## src/rtl/ir_beacon_classifier.sv

```systemverilog
// rtl/ir_beacon_classifier.sv - debounced 1 kHz / 10 kHz IR beacon classifier
//
// Samples the per-window ir1k / ir10k match flags once per measurement window.
// A class is declared only after LOCK_COUNT consecutive agreeing windows. The
// lock survives up to DROP_COUNT-1 consecutive empty windows.
//
// Ports:
//   clk        - system clock
//   reset      - synchronous, active-low
//   enable     - block enable; low clears everything every cycle
//   ir1k       - 1 kHz match flag (level)
//   ir10k      - 10 kHz match flag (level)
//   beacon_1k  - locked or holding on a 1 kHz beacon
//   beacon_10k - locked or holding on a 10 kHz beacon
//   lock_pulse - one-cycle pulse on CAND -> LOCKED
//   lost_pulse - one-cycle pulse when an established lock is abandoned
//   state      - FSM state: NONE=00, CAND=01, LOCKED=10, HOLD=11
module ir_beacon_classifier #(
  parameter int WINDOW_CYCLES = 10_000_000,
  parameter int LOCK_COUNT    = 3,
  parameter int DROP_COUNT    = 2
) (
  input  logic       clk,
  input  logic       reset,
  input  logic       enable,
  input  logic       ir1k,
  input  logic       ir10k,
  output logic       beacon_1k,
  output logic       beacon_10k,
  output logic       lock_pulse,
  output logic       lost_pulse,
  output logic [1:0] state
);

  localparam int             CW     = (WINDOW_CYCLES > 1) ? $clog2(WINDOW_CYCLES) : 1;
  localparam logic [CW-1:0]  LAST   = CW'(WINDOW_CYCLES - 1);
  localparam logic [3:0]     LOCK_N = 4'(LOCK_COUNT);
  localparam logic [3:0]     DROP_N = 4'(DROP_COUNT);

  localparam logic [1:0] C_EMPTY = 2'b00;
  localparam logic [1:0] C_1K    = 2'b01;
  localparam logic [1:0] C_10K   = 2'b10;

  typedef enum logic [1:0] {
    S_NONE   = 2'b00,
    S_CAND   = 2'b01,
    S_LOCKED = 2'b10,
    S_HOLD   = 2'b11
  } state_t;

  logic [CW-1:0] win_cnt;
  state_t        st_q, st_d;
  logic [1:0]    cls_q, cls_d;
  logic [3:0]    match_q, match_d, miss_q, miss_d;
  logic [3:0]    match_inc, miss_inc;
  logic          lock_d, lost_d;
  logic          sample;
  logic [1:0]    code;

  assign sample = (win_cnt == LAST);
  // Both flags set is ambiguous, so only exactly-one-flag patterns name a class.
  assign code   = (ir10k ^ ir1k) ? {ir10k, ir1k} : C_EMPTY;

  // Saturating increments; equality-triggered transitions keep them from
  // reaching the ceiling in practice.
  assign match_inc = (match_q == 4'hF) ? match_q : match_q + 4'd1;
  assign miss_inc  = (miss_q  == 4'hF) ? miss_q  : miss_q  + 4'd1;

  always_comb begin
    st_d    = st_q;
    cls_d   = cls_q;
    match_d = match_q;
    miss_d  = miss_q;
    lock_d  = 1'b0;
    lost_d  = 1'b0;
    if (sample) begin
      case (st_q)
        S_NONE: begin
          if (code != C_EMPTY) begin
            st_d    = S_CAND;
            cls_d   = code;
            match_d = 4'd1;
          end
        end
        S_CAND: begin
          if (code == C_EMPTY) begin
            st_d    = S_NONE;
            cls_d   = C_EMPTY;
            match_d = 4'd0;
          end else if (code == cls_q) begin
            match_d = match_inc;
            if (match_inc == LOCK_N) begin
              st_d   = S_LOCKED;
              miss_d = 4'd0;
              lock_d = 1'b1;
            end
          end else begin
            cls_d   = code;
            match_d = 4'd1;
          end
        end
        S_LOCKED, S_HOLD: begin
          if (code == cls_q) begin
            // Returning from HOLD is a continuation of the same lock: no pulse.
            st_d   = S_LOCKED;
            miss_d = 4'd0;
          end else if (code == C_EMPTY) begin
            miss_d = miss_inc;
            if (miss_inc == DROP_N) begin
              st_d    = S_NONE;
              cls_d   = C_EMPTY;
              match_d = 4'd0;
              miss_d  = 4'd0;
              lost_d  = 1'b1;
            end else begin
              st_d = S_HOLD;
            end
          end else begin
            st_d    = S_CAND;
            cls_d   = code;
            match_d = 4'd1;
            miss_d  = 4'd0;
            lost_d  = 1'b1;
          end
        end
      endcase
    end
  end

  always_ff @(posedge clk) begin
    // Disable behaves exactly like reset, so a killed lock never reports lost.
    if (!reset || !enable) begin
      win_cnt    <= '0;
      st_q       <= S_NONE;
      cls_q      <= C_EMPTY;
      match_q    <= 4'd0;
      miss_q     <= 4'd0;
      lock_pulse <= 1'b0;
      lost_pulse <= 1'b0;
    end else begin
      win_cnt    <= sample ? '0 : win_cnt + 1'b1;
      st_q       <= st_d;
      cls_q      <= cls_d;
      match_q    <= match_d;
      miss_q     <= miss_d;
      lock_pulse <= lock_d;
      lost_pulse <= lost_d;
    end
  end

  assign state      = st_q;
  assign beacon_1k  = st_q[1] && (cls_q == C_1K);
  assign beacon_10k = st_q[1] && (cls_q == C_10K);

endmodule

```

## config.mk

```make
export PLATFORM = sky130hd
export DESIGN_NAME = ir_beacon_classifier
export DESIGN_NICKNAME = d
export VERILOG_FILES = /design/src/rtl/ir_beacon_classifier.sv
export SDC_FILE = /design/constraint.sdc
export NUM_CORES = 1
export LEC_CHECK = 0
export ABC_AREA = 1
export BUFFER_PORTS_ARGS = -buffer_cell sky130_fd_sc_hd__buf_2
export CAP_MARGIN = 20
export CORE_ASPECT_RATIO = 0.7
export CORE_MARGIN = 4
export CORE_UTILIZATION = 43
export CTS_BUF_LIST = sky130_fd_sc_hd__clkbuf_2 sky130_fd_sc_hd__clkbuf_4 sky130_fd_sc_hd__clkbuf_8
export DETAILED_ROUTE_END_ITERATION = 12
export GPL_TIMING_DRIVEN = 0
export RECOVER_POWER = 100
export SYNTH_ARGS = -nofsm -noshare
export SYNTH_HDL_FRONTEND = slang
export SYNTH_SLANG_ARGS = --single-unit
```

## constraint.sdc

```tcl
create_clock -name clk -period 4 [get_ports clk]
set_clock_uncertainty 0.2 [all_clocks]
set_input_delay 0.8 -clock clk [delete_from_list [all_inputs] [get_ports clk]]
set_output_delay 0.8 -clock clk [all_outputs]
set_load 0.005 [all_outputs]
```

==> results.yml, run 1 <==
global_routing:
  grt_overflow: 0
  grt_pass1_wl_microns: 8550
  grt_pass1_vias: 1826
  antenna_found_initial: 0
  grt_usage: 0.163
  grt_max_degree: 13
clock_network:
  clkTransAtPathRegs_ps: 80
  cts-hold-fix-buffers: 0
  htreeDepth: 2
  cts_tree: "done"
  clock_sinks: 38
  cts_buffers: 5
  clk_latency_ps: 300
  clk_path_buf_depth: 2
  cts_resized: 0
  cts_setup_buffers: 0
  clk_root_buffer_cell: "clkbuf_8"
place:
  place_congestion: 0.882
  dp_hpwl_microns: 3900
  portBuffers: 10
  place_ws_ps: 1540
sta:
  fin_crit_ps: 2750
  maxSlewHeadroom: 0.555
  fin_crit_sh: 0.687
  rsz0062_at_grt: "false"
  tightest_slew_ps: 664
  drv_slew: 0
  hold_viol: 0
  timing.setup.tns_ps: 0
  fin_ws_ps: 1250
  setup_viol_count_final: 0
  fmax_mhz: 364
floorplan:
  coreArea_sq_um: 5230
  dieArea_sq_um: 6660
  die_h_microns: 69.5
  pin_count: 11
  rows: 22
  die_w_microns: 95.9
  start_util: 0.444
setup_path:
  worstSetupPathDepth: 11
  end_kind: "flip-flop"
  cp_slowest_cell: "nor2_1"
  worstPathRequired_ps: 4030
  worst_ep_arrival_time_ps: 2780
  critPathTopFamily: "simple AND/OR/NAND/NOR gates"
  cp_max_fo: 10
  critPathLaunchType: "flip-flop"
  critPathBufInv: 2
  crit_top_cell: "nor2_1"
  crit_type: "reg -> reg"
  path_cells: "ha_1, nand2_2, nor2_1, nand2_1, nor2_1, nand2_1, nor2_1, nor2_1, clkinvlp_2, buf_6, a21oi_1"
  slowest_delay_ps: 510
  reg2regPathDepth: 11
synthesis:
  syn_area_sq_um: 2320
  postSynthRegisterBits: 38
  synth_area_leader_cell: "dfxtp_1"
  synth_edf_count: 0
  synth-xor-area-share: 0.0302
  synthesis.nets: 361
  yosys.area_share.adder: 0.0323
  synthTopCellsByArea: "dfxtp_1, nand2_1, nor2_1, inv_1, nand3_1"
  synth_top_family_by_area: "simple AND/OR/NAND/NOR gates"
  synthMuxAreaShare: 0
  synth_compound_area_frac: 0.0932
  yosysSeqAreaShare: 0.327
  syn_area_per_cell_sq_um: 6.64
  ys_types: 31
  synthCells: 350
  synthSimpleGateAreaFrac: 0.419
  ys.flop_type: "dfxtp_1"
  synth_top_cell_area_share: 0.327
  yosys-top-cells-count: "nand2_1, nor2_1, inv_1"
  yosysMostFrequentCell: "nand2_1"
  yosys_warnings: 0
  async_flop_share: 0
power:
  powerDensity_nw_per_um2: 293
  p_total_mw: 0.733
  leakagePower_nw: 0.988
  ir_drop_v: 0.000119
min_path:
  min_path_type: "reg -> reg"
  worstHoldPathCells: 1
cells_and_area:
  nFillCells: 565
  synthToLayoutAreaGrowth_pct: 7.49
  drive_gt1_frac: 0.109
  fin_nets: 378
  n_antenna_cell: 0
drt:
  drt_iter0_drc: 131
  drt.antenna.violating_nets: 0
  drt-pass1-iter-count: 4
  drt-total-wl_microns: 5020
  drt-vias-per-instance: 4.91
  num_vias: 2159
  drc: 0
  wire_per_inst_microns: 11.4
outcome:
  outcome: "finished, final reports clean"
job:
  max_cap_viol_count: 0
## path summary, 6_finish.rpt
kind,from,endpoint,slack [ps]
worst max-delay path,win_cnt[0]$_SDFF_PP0_,win_cnt[22]$_SDFF_PP0_,1250
worst min-delay path,win_cnt[0]$_SDFF_PP0_,win_cnt[0]$_SDFF_PP0_,250
worst max register to register,win_cnt[0]$_SDFF_PP0_,win_cnt[22]$_SDFF_PP0_,1250
worst min register to register,win_cnt[0]$_SDFF_PP0_,win_cnt[0]$_SDFF_PP0_,250
## flip-flops by register name, indices dropped and copies added, names as in the netlist
signal	count
state	2
match_q	4
lock_pulse	1
cls_q	2
lost_pulse	1
miss_q	4
win_cnt	24
## metal layers
layer | GRT usage | up-vias | share of wire
met4 | 0.0363 | 0 | 0.012
met1 | 0.272 | 954 | 0.57
met5 | 0 | - | 0
li1 | - | 1150 | -
met2 | 0.196 | 45 | 0.36
met3 | 0.0434 | 10 | 0.065
## power by group
group	total [mW]	internal (mW)	switching [mW]
logic	0.0260	0.00842	0.0176
clock network	0.327	0.184	0.143
registers	0.379	0.379	0.000644
## per-stage QoR
step / instances / utilization / hold slack (ps) / cell area [sq um]
finish: 440 / 0.478 / 252 / 2500
global route: 440 / 0.478 / 297 / 2500
CTS: 440 / 0.492 / 256 / 2570
detailed placement: 432 / 0.471 / 236 / 2460
global placement: 432 / 0.471 / 228 / 2460
floorplan: 350 / - / 217 / 2320
## logic make-up after synthesis
kind of cell               Yosys count
DFF                                 38
and+or+nand+nor                    201
buffers and inverters               57
AOI/OAI and AO/OA                   40
xor gates and xnor gates             8
adders and majority gates            6
## layout by cell type, fill, tap and decap left out
cell,count
nand2_1,74
nor2_1,63
inv_1,48
dfxtp_1,38
nand3_1,24
a21oi_1,21
nand4_1,14
o21ai_0,12
buf_2,9
nor3_1,8
ha_1,6
xnor2_1,5
clkbuf_8,5
inv_2,4
nand2_2,4
nor2_4,3
nor2_2,3
xor2_1,3
clkinv_2,3
o21a_1,3
clkbuf_1,2
o21ai_1,2
and3_1,2
nor3_2,2
nand3_2,2
a21oi_2,1
clkinvlp_2,1
buf_6,1
nor4_1,1
a31oi_1,1
nor3b_1,1
bufinv_16,1
clkbuf_2,1
## area by class of cell
class                   count  area, sq um  share of cell area
repair buffers             10         48.8              0.0195
well taps                  72         90.1              0.0361
flip-flops and latches     38          761               0.305
clock inverters             3         40.0              0.0160
inverters                  54          205              0.0822
multi-input cells         255         1260               0.506
clock buffers               5         68.8              0.0276
plain buffers               3         20.0             0.00802
(Power assumes the default switching activity.)
==> run 2: changes to the inputs <==
--- a/config.mk
+++ b/config.mk
@@ -5,7 +5,7 @@
 export SDC_FILE = /design/constraint.sdc
 export NUM_CORES = 1
 export LEC_CHECK = 0
-export ABC_AREA = 1
+export ABC_AREA = 0
 export BUFFER_PORTS_ARGS = -buffer_cell sky130_fd_sc_hd__buf_2
 export CAP_MARGIN = 20
 export CORE_ASPECT_RATIO = 0.7
==> constraint.sdc (replaced) <==
create_clock -name clk -period 2.5 [get_ports clk]
set_clock_uncertainty 0.2 [all_clocks]
set_input_delay 0.5 -clock clk [delete_from_list [all_inputs] [get_ports clk]]
set_output_delay 0.5 -clock clk [all_outputs]
set_load 0.005 [all_outputs]
==> run 2 against run 1 <==
  * Critical path depth is 2 lower
  * Clock power grew 99%
  * Critical path type is now in -> reg
  * Critical endpoint is now match_q[1]$_SDFFE_PP0P_
  * Sequential share of layout area is 1.3 points higher
  * First-iteration DRC count grew 25%
  * Final area decreased by 3.0%
==> results.yml, run 2 <==
sta:
  timing.setup.tns_ps: 0
  fmax_mhz: 409
  tightest_slew_ps: 653
  hold_viol: 0
  drv_slew: 0
  setup_viol_count_final: 0
  fin_crit_sh: 0.978
  maxSlewHeadroom: 0.563
  fin_crit_ps: 2440
drt:
  drt_iter0_drc: 164
  num_vias: 1857
  wire_per_inst_microns: 15.1
  drt.antenna.violating_nets: 0
  drt-vias-per-instance: 5.75
  drt-pass1-iter-count: 5
  drc: 0
  drt-total-wl_microns: 4870
synthesis:
  yosys_warnings: 0
  synth_top_cell_area_share: 0.373
  yosysSeqAreaShare: 0.373
  yosys-top-cells-count: "dfxtp_1, nor2_1, nand2_1, xnor2_1, nand3_1"
  synthesis.nets: 262
  postSynthRegisterBits: 38
  yosysMostFrequentCell: "dfxtp_1"
  ys_types: 44
  synth_area_leader_cell: "dfxtp_1"
  async_flop_share: 0
  ys.flop_type: "dfxtp_1"
  syn_area_per_cell_sq_um: 8.13
  synthTopCellsByArea: "dfxtp_1, xnor2_1, nor2_1, ha_1, nand2_1"
  syn_area_sq_um: 2040
  synth_edf_count: 0
  synthCells: 251
clock_network:
  cts_tree: "done"
  clk_latency_ps: 290
  cts-hold-fix-buffers: 0
  clk_path_buf_depth: 2
  clk_root_buffer_cell: "clkbuf_8"
  htreeDepth: 2
  clkTransAtPathRegs_ps: 80
  cts_buffers: 5
  clock_sinks: 38
job:
  max_cap_viol_count: 0
floorplan:
  coreArea_sq_um: 4450
  die_w_microns: 90.3
  dieArea_sq_um: 5930
  start_util: 0.458
  rows: 20
  die_h_microns: 65.6
  pin_count: 11
cells_and_area:
  regArea_sq_um: 769
  top_register: "win_cnt"
  synthToLayoutAreaGrowth_pct: 18.8
  reg.largest.list: "win_cnt x24, match_q x4, miss_q x4"
  layout_commonest_cell: "dfxtp_1"
  largest_reg_flops: 24
  drive_gt1_frac: 0.164
  multi_input_area_sq_um: 1300
  most-common-layout-cells: "dfxtp_1, nor2_1, xnor2_1"
  fin_nets: 278
  final_area_sq_um: 2420
  nFillCells: 431
  n_antenna_cell: 0
  fin_util: 0.544
global_routing:
  grt_usage: 0.173
  antenna_found_initial: 0
  grt_overflow: 0
  grt_pass1_wl_microns: 8120
  grt_max_degree: 13
  grt_pass1_vias: 1669
place:
  portBuffers: 10
  dp_hpwl_microns: 3480
  place_congestion: 0.855
  placed_area_sq_um: 2160
setup_path:
  crit_start: "ir1k"
  r2r-end: "match_q[1]$_SDFFE_PP0P_"
  worstPathRequired_ps: 2530
  r2r_start: "win_cnt[19]$_SDFF_PP0_"
  crit_type: "in -> reg"
  reg2regPathDepth: 5
  worstSetupPathDepth: 9
  critPathBufInv: 3
  cp_max_fo: 8
  cp_slowest_cell: "or4_4"
  crit_end: "match_q[1]$_SDFFE_PP0P_"
  reg2reg_slack_ps: 90
  critPathTopFamily: "simple AND/OR/NAND/NOR gates"
  path_cells: "buf_2, inv_1, ha_2, xor2_1, nor3_1, or3_4, buf_6, or4_4, a21oi_2"
  critPathLaunchType: "input port"
  slowest_delay_ps: 510
  end_kind: "flip-flop"
  worst_ep_arrival_time_ps: 2470
power:
  p_total_mw: 1.31
  sw_frac_of_total: 0.202
  internal-power_mw: 1.04
  ir_drop_v: 0.000250
  powerDensity_nw_per_um2: 540
  switchingPower_mw: 0.265
  clockPowerShare: 0.498
  seq_power_share: 0.462
  leakagePower_nw: 0.785
  combPwrFrac: 0.039
min_path:
  min_path_type: "reg -> reg"
outcome:
  outcome: "finished, final reports clean"
## run 2: cell count changes after synthesis, sizes merged, moves of 6 or more
cell    delta
nand2     -58
inv       -43
nor2      -35
xnor2     +15
a21oi     -14
nand3     -13
nor4      +11
clkbuf     +8
o21ai      -7
nand4      -6
## run 2: cell families after synthesis
| family | after synthesis | synth area share |
|---|---|---|
| AND/OR/NAND/NOR | 123 | 0.312 |
| adder cells (fa/ha/maj) | 6 | 0.0368 |
| flip-flops | 38 | 0.373 |
| buffers and inverters | 20 | 0.0374 |
| AO/OA/AOI/OAI | 36 | 0.120 |
| XOR/XNOR | 27 | 0.116 |
| multiplexers | 1 | 0.00491 |
## run 2: cell type report
class                      count  share of cell area
buffer                         8              0.0196
multi-input combinational    193               0.537
tap                           55              0.0284
clock inverter                 2              0.0248
inverter                      10              0.0155
clock buffer                   6              0.0341
timing repair buffer          11              0.0227
sequential                    38               0.318
## run 2: how the worst min path moves through the flow
stage | startpoint | end | slack, ps | cells after the start
floorplan | win_cnt[0]$_SDFF_PP0_ | win_cnt[0]$_SDFF_PP0_ | 210 | 1
global placement | win_cnt[0]$_SDFF_PP0_ | win_cnt[0]$_SDFF_PP0_ | 230 | 1
detailed placement | win_cnt[0]$_SDFF_PP0_ | win_cnt[0]$_SDFF_PP0_ | 250 | 1
CTS | win_cnt[0]$_SDFF_PP0_ | win_cnt[0]$_SDFF_PP0_ | 260 | 1
global route | win_cnt[0]$_SDFF_PP0_ | win_cnt[0]$_SDFF_PP0_ | 270 | 1
finish | win_cnt[0]$_SDFF_PP0_ | win_cnt[0]$_SDFF_PP0_ | 270 | 1
## run 2: worst register-to-register path: cells and delay by family, from the launching register on
kind             cells  cell delay (ps)
AND/OR/NAND/NOR      4             1640
flip-flops           1              370
AO/OA/AOI/OAI        1              140
## run 2: per-layer routing
metal  part of all wire  routed length, microns  GRT usage
met5                  0                       0          0
met4             0.0074                      36     0.0553
met3              0.056                     272     0.0538
met2               0.38                    1850      0.231
met1               0.56                    2710      0.258
## run 2: power groups by stage
stage               combinational (mW)  sequential (mW)  clock [mW]
global route                    0.0572            0.605       0.698
detailed placement              0.0459            0.622           0
global placement                0.0456            0.622           0
floorplan                       0.0303            0.621           0
finish                          0.0517            0.605       0.652
CTS                             0.0468            0.607       0.670
## run 2: timing repair
item | 4_1_cts | 5_1_grt
setup buffers | 0 | 1
pin swaps | 0 | 2
resized for setup | 7 | 23
hold endpoints to repair | 0 | 0
endpoints found under the setup margin | 26 | 12
## run 2: metrics by stage
stage / worst slack (ps) / instances / hold WS (ps)
2_1_floorplan: 4.09 / 251 / 213
3_3_place_gp: -327 / 316 / 234
3_5_place_dp: -310 / 316 / 250
4_1_cts: 11.8 / 324 / 263
5_1_grt: -12.6 / 323 / 269
6_report: 55.5 / 323 / 268
==> run 3: changes to the inputs <==
--- a/config.mk
+++ b/config.mk
@@ -8,7 +8,7 @@
 export ABC_AREA = 0
 export BUFFER_PORTS_ARGS = -buffer_cell sky130_fd_sc_hd__buf_2
 export CAP_MARGIN = 20
-export CORE_ASPECT_RATIO = 0.7
+export CORE_ASPECT_RATIO = 2
 export CORE_MARGIN = 4
 export CORE_UTILIZATION = 43
 export CTS_BUF_LIST = sky130_fd_sc_hd__clkbuf_2 sky130_fd_sc_hd__clkbuf_4 sky130_fd_sc_hd__clkbuf_8
==> run 3 against run 2 <==
  * Sequential power about the same
  * Critical path depth down 3
  * Non-clock buffer count unchanged
  * Hold slack worse by 5.2 ps
  * Die area up 0.83%
  * Utilization down 3.8 points
  * Maximum frequency down 0.40%
  * Combinational power down 7.0%
  * First-iteration DRC count down 74%
  * Routed wire length down 0.47%
  * Flip-flop and latch count unchanged
  * Largest cell class unchanged
  * Largest power group is now sequential cells
  * Highest routed layer unchanged
==> results.yml, run 3 (synthesis gave the netlist of run 2 again) <==
setup_path:
  critPathLaunchType: "flip-flop"
  cp_slowest_cell: "or4_4"
  r2r_start: "win_cnt[14]$_SDFF_PP0_"
  slowest_delay_ps: 590
  end_kind: "flip-flop"
  worstPathRequired_ps: 2460
  crit_type: "reg -> reg"
  crit_start: "win_cnt[14]$_SDFF_PP0_"
  cp_max_fo: 10
  critPathTopFamily: "simple AND/OR/NAND/NOR gates"
  path_cells: "nor4_1, nand2_1, or4_4, buf_6, o41ai_2, a21oi_2"
  critPathBufInv: 1
  worst_ep_arrival_time_ps: 2420
sta:
  fin_crit_ps: 2450
  fin_crit_sh: 0.982
  rsz0062_at_grt: "false"
  tightest_slew_ps: 654
  maxSlewHeadroom: 0.561
  hold_viol: 0
  fmax_mhz: 407
  setup_viol_count_final: 0
  drv_slew: 0
clock_network:
  clkTransAtPathRegs_ps: 70
  clock_sinks: 38
  htreeDepth: 2
  clk_path_buf_depth: 2
  cts_buffers: 5
  clk_latency_ps: 290
  clk_root_buffer_cell: "clkbuf_8"
  cts_tree: "done"
drt:
  wire_per_inst_microns: 15.1
  drt_iter0_drc: 43
  num_vias: 1822
  drt-total-wl_microns: 4850
  drt-pass1-iter-count: 4
  drt-vias-per-instance: 5.68
  drc: 0
  drt.antenna.violating_nets: 0
place:
  placed_area_sq_um: 2160
  place_congestion: 0.816
  place_inst: 316
  portBuffers: 10
  dp_hpwl_microns: 3700
cells_and_area:
  nFillCells: 482
  synthToLayoutAreaGrowth_pct: 14.2
  reg.largest.list: "win_cnt x24, match_q x4, miss_q x4"
  drive_gt1_frac: 0.135
  layout_commonest_cell: "dfxtp_1"
  n_antenna_cell: 0
  fin_nets: 278
  top_register: "win_cnt"
  fin_util: 0.506
  largest_reg_flops: 24
  fin_cells: 321
  final_area_sq_um: 2330
  regArea_sq_um: 767
  most-common-layout-cells: "dfxtp_1, nor2_1, xnor2_1"
  multi_input_area_sq_um: 1280
global_routing:
  grt_pass1_vias: 1856
  grt_overflow: 0
  antenna_found_initial: 0
  grt_max_degree: 11
  grt_pass1_wl_microns: 8410
  grt_usage: 0.178
power:
  sw_frac_of_total: 0.221
  switchingPower_mw: 0.236
  combPwrFrac: 0.045
  clockPowerShare: 0.387
  leakagePower_nw: 0.744
  p_total_mw: 1.07
  powerDensity_nw_per_um2: 459
  ir_drop_v: 0.000458
  internal-power_mw: 0.832
  seq_power_share: 0.568
floorplan:
  dieArea_sq_um: 5980
  die_h_microns: 105
  coreArea_sq_um: 4600
  start_util: 0.444
  rows: 35
  die_w_microns: 56.7
  pin_count: 11
job:
  max_cap_viol_count: 0
min_path:
  hold_start: "win_cnt[0]$_SDFF_PP0_"
  min_path_type: "reg -> reg"
outcome:
  outcome: "finished, final reports clean"
run 3: cell types whose count changed in the layout (fill, tap and decap cells not counted), sizes merged:
cell / previous run / this run
bufinv: 2 / 0
buf: 11 / 7
clkbuf: 14 / 18
run 3: layout make-up:
| type | count | share of cell area |
|---|---|---|
| multi-input cells | 193 | 0.550 |
| plain buffers | 9 | 0.0210 |
| well taps | 55 | 0.0296 |
| flip-flops and latches | 38 | 0.329 |
| inverters | 10 | 0.0161 |
| repair buffers | 10 | 0.0188 |
| clock buffers | 6 | 0.0355 |
run 3: repair_timing:
action                                  4_1_cts  5_1_grt
gates cloned                                  0        0
endpoints found under the setup margin       31       20
buffers inserted                              0        0
hold buffers                                  0        0
pin swaps                                     0        2
gates resized for setup                      11       12
run 3: power groups by stage:
stage	Sequential [mW]	Clock, mW	Combinational, mW
6_report	0.607	0.413	0.0481
5_1_grt	0.606	0.457	0.0550
4_1_cts	0.608	0.428	0.0469
3_5_place_dp	0.622	0	0.0449
3_3_place_gp	0.622	0	0.0451
2_1_floorplan	0.621	0	0.0303
run 3: path summary, 6_finish.rpt:
path | cells past startpoint | to | slack (ps)
min reg2reg | 1 | win_cnt[0]$_SDFF_PP0_ | 260
max reg2reg | 6 | match_q[1]$_SDFFE_PP0P_ | 50
min | 1 | win_cnt[0]$_SDFF_PP0_ | 260
max | 6 | match_q[1]$_SDFFE_PP0P_ | 50
run 3: metal layers:
layer  routed length, microns  track usage  part of all wire
met3                      132       0.0355             0.027
met4                      116       0.0730             0.024
met2                     2780        0.337              0.57
met5                        0            0                 0
met1                     1820        0.182              0.38
run 3: metrics by stage:
stage / hold WS, ps / setup TNS, ps / worst slack [ps]
2_1_floorplan: 213 / 0 / 4.09
3_3_place_gp: 241 / -3880 / -391
3_5_place_dp: 249 / -3820 / -404
4_1_cts: 267 / 0 / 7.85
5_1_grt: 279 / 0 / 1.65
6_report: 263 / 0 / 45.6
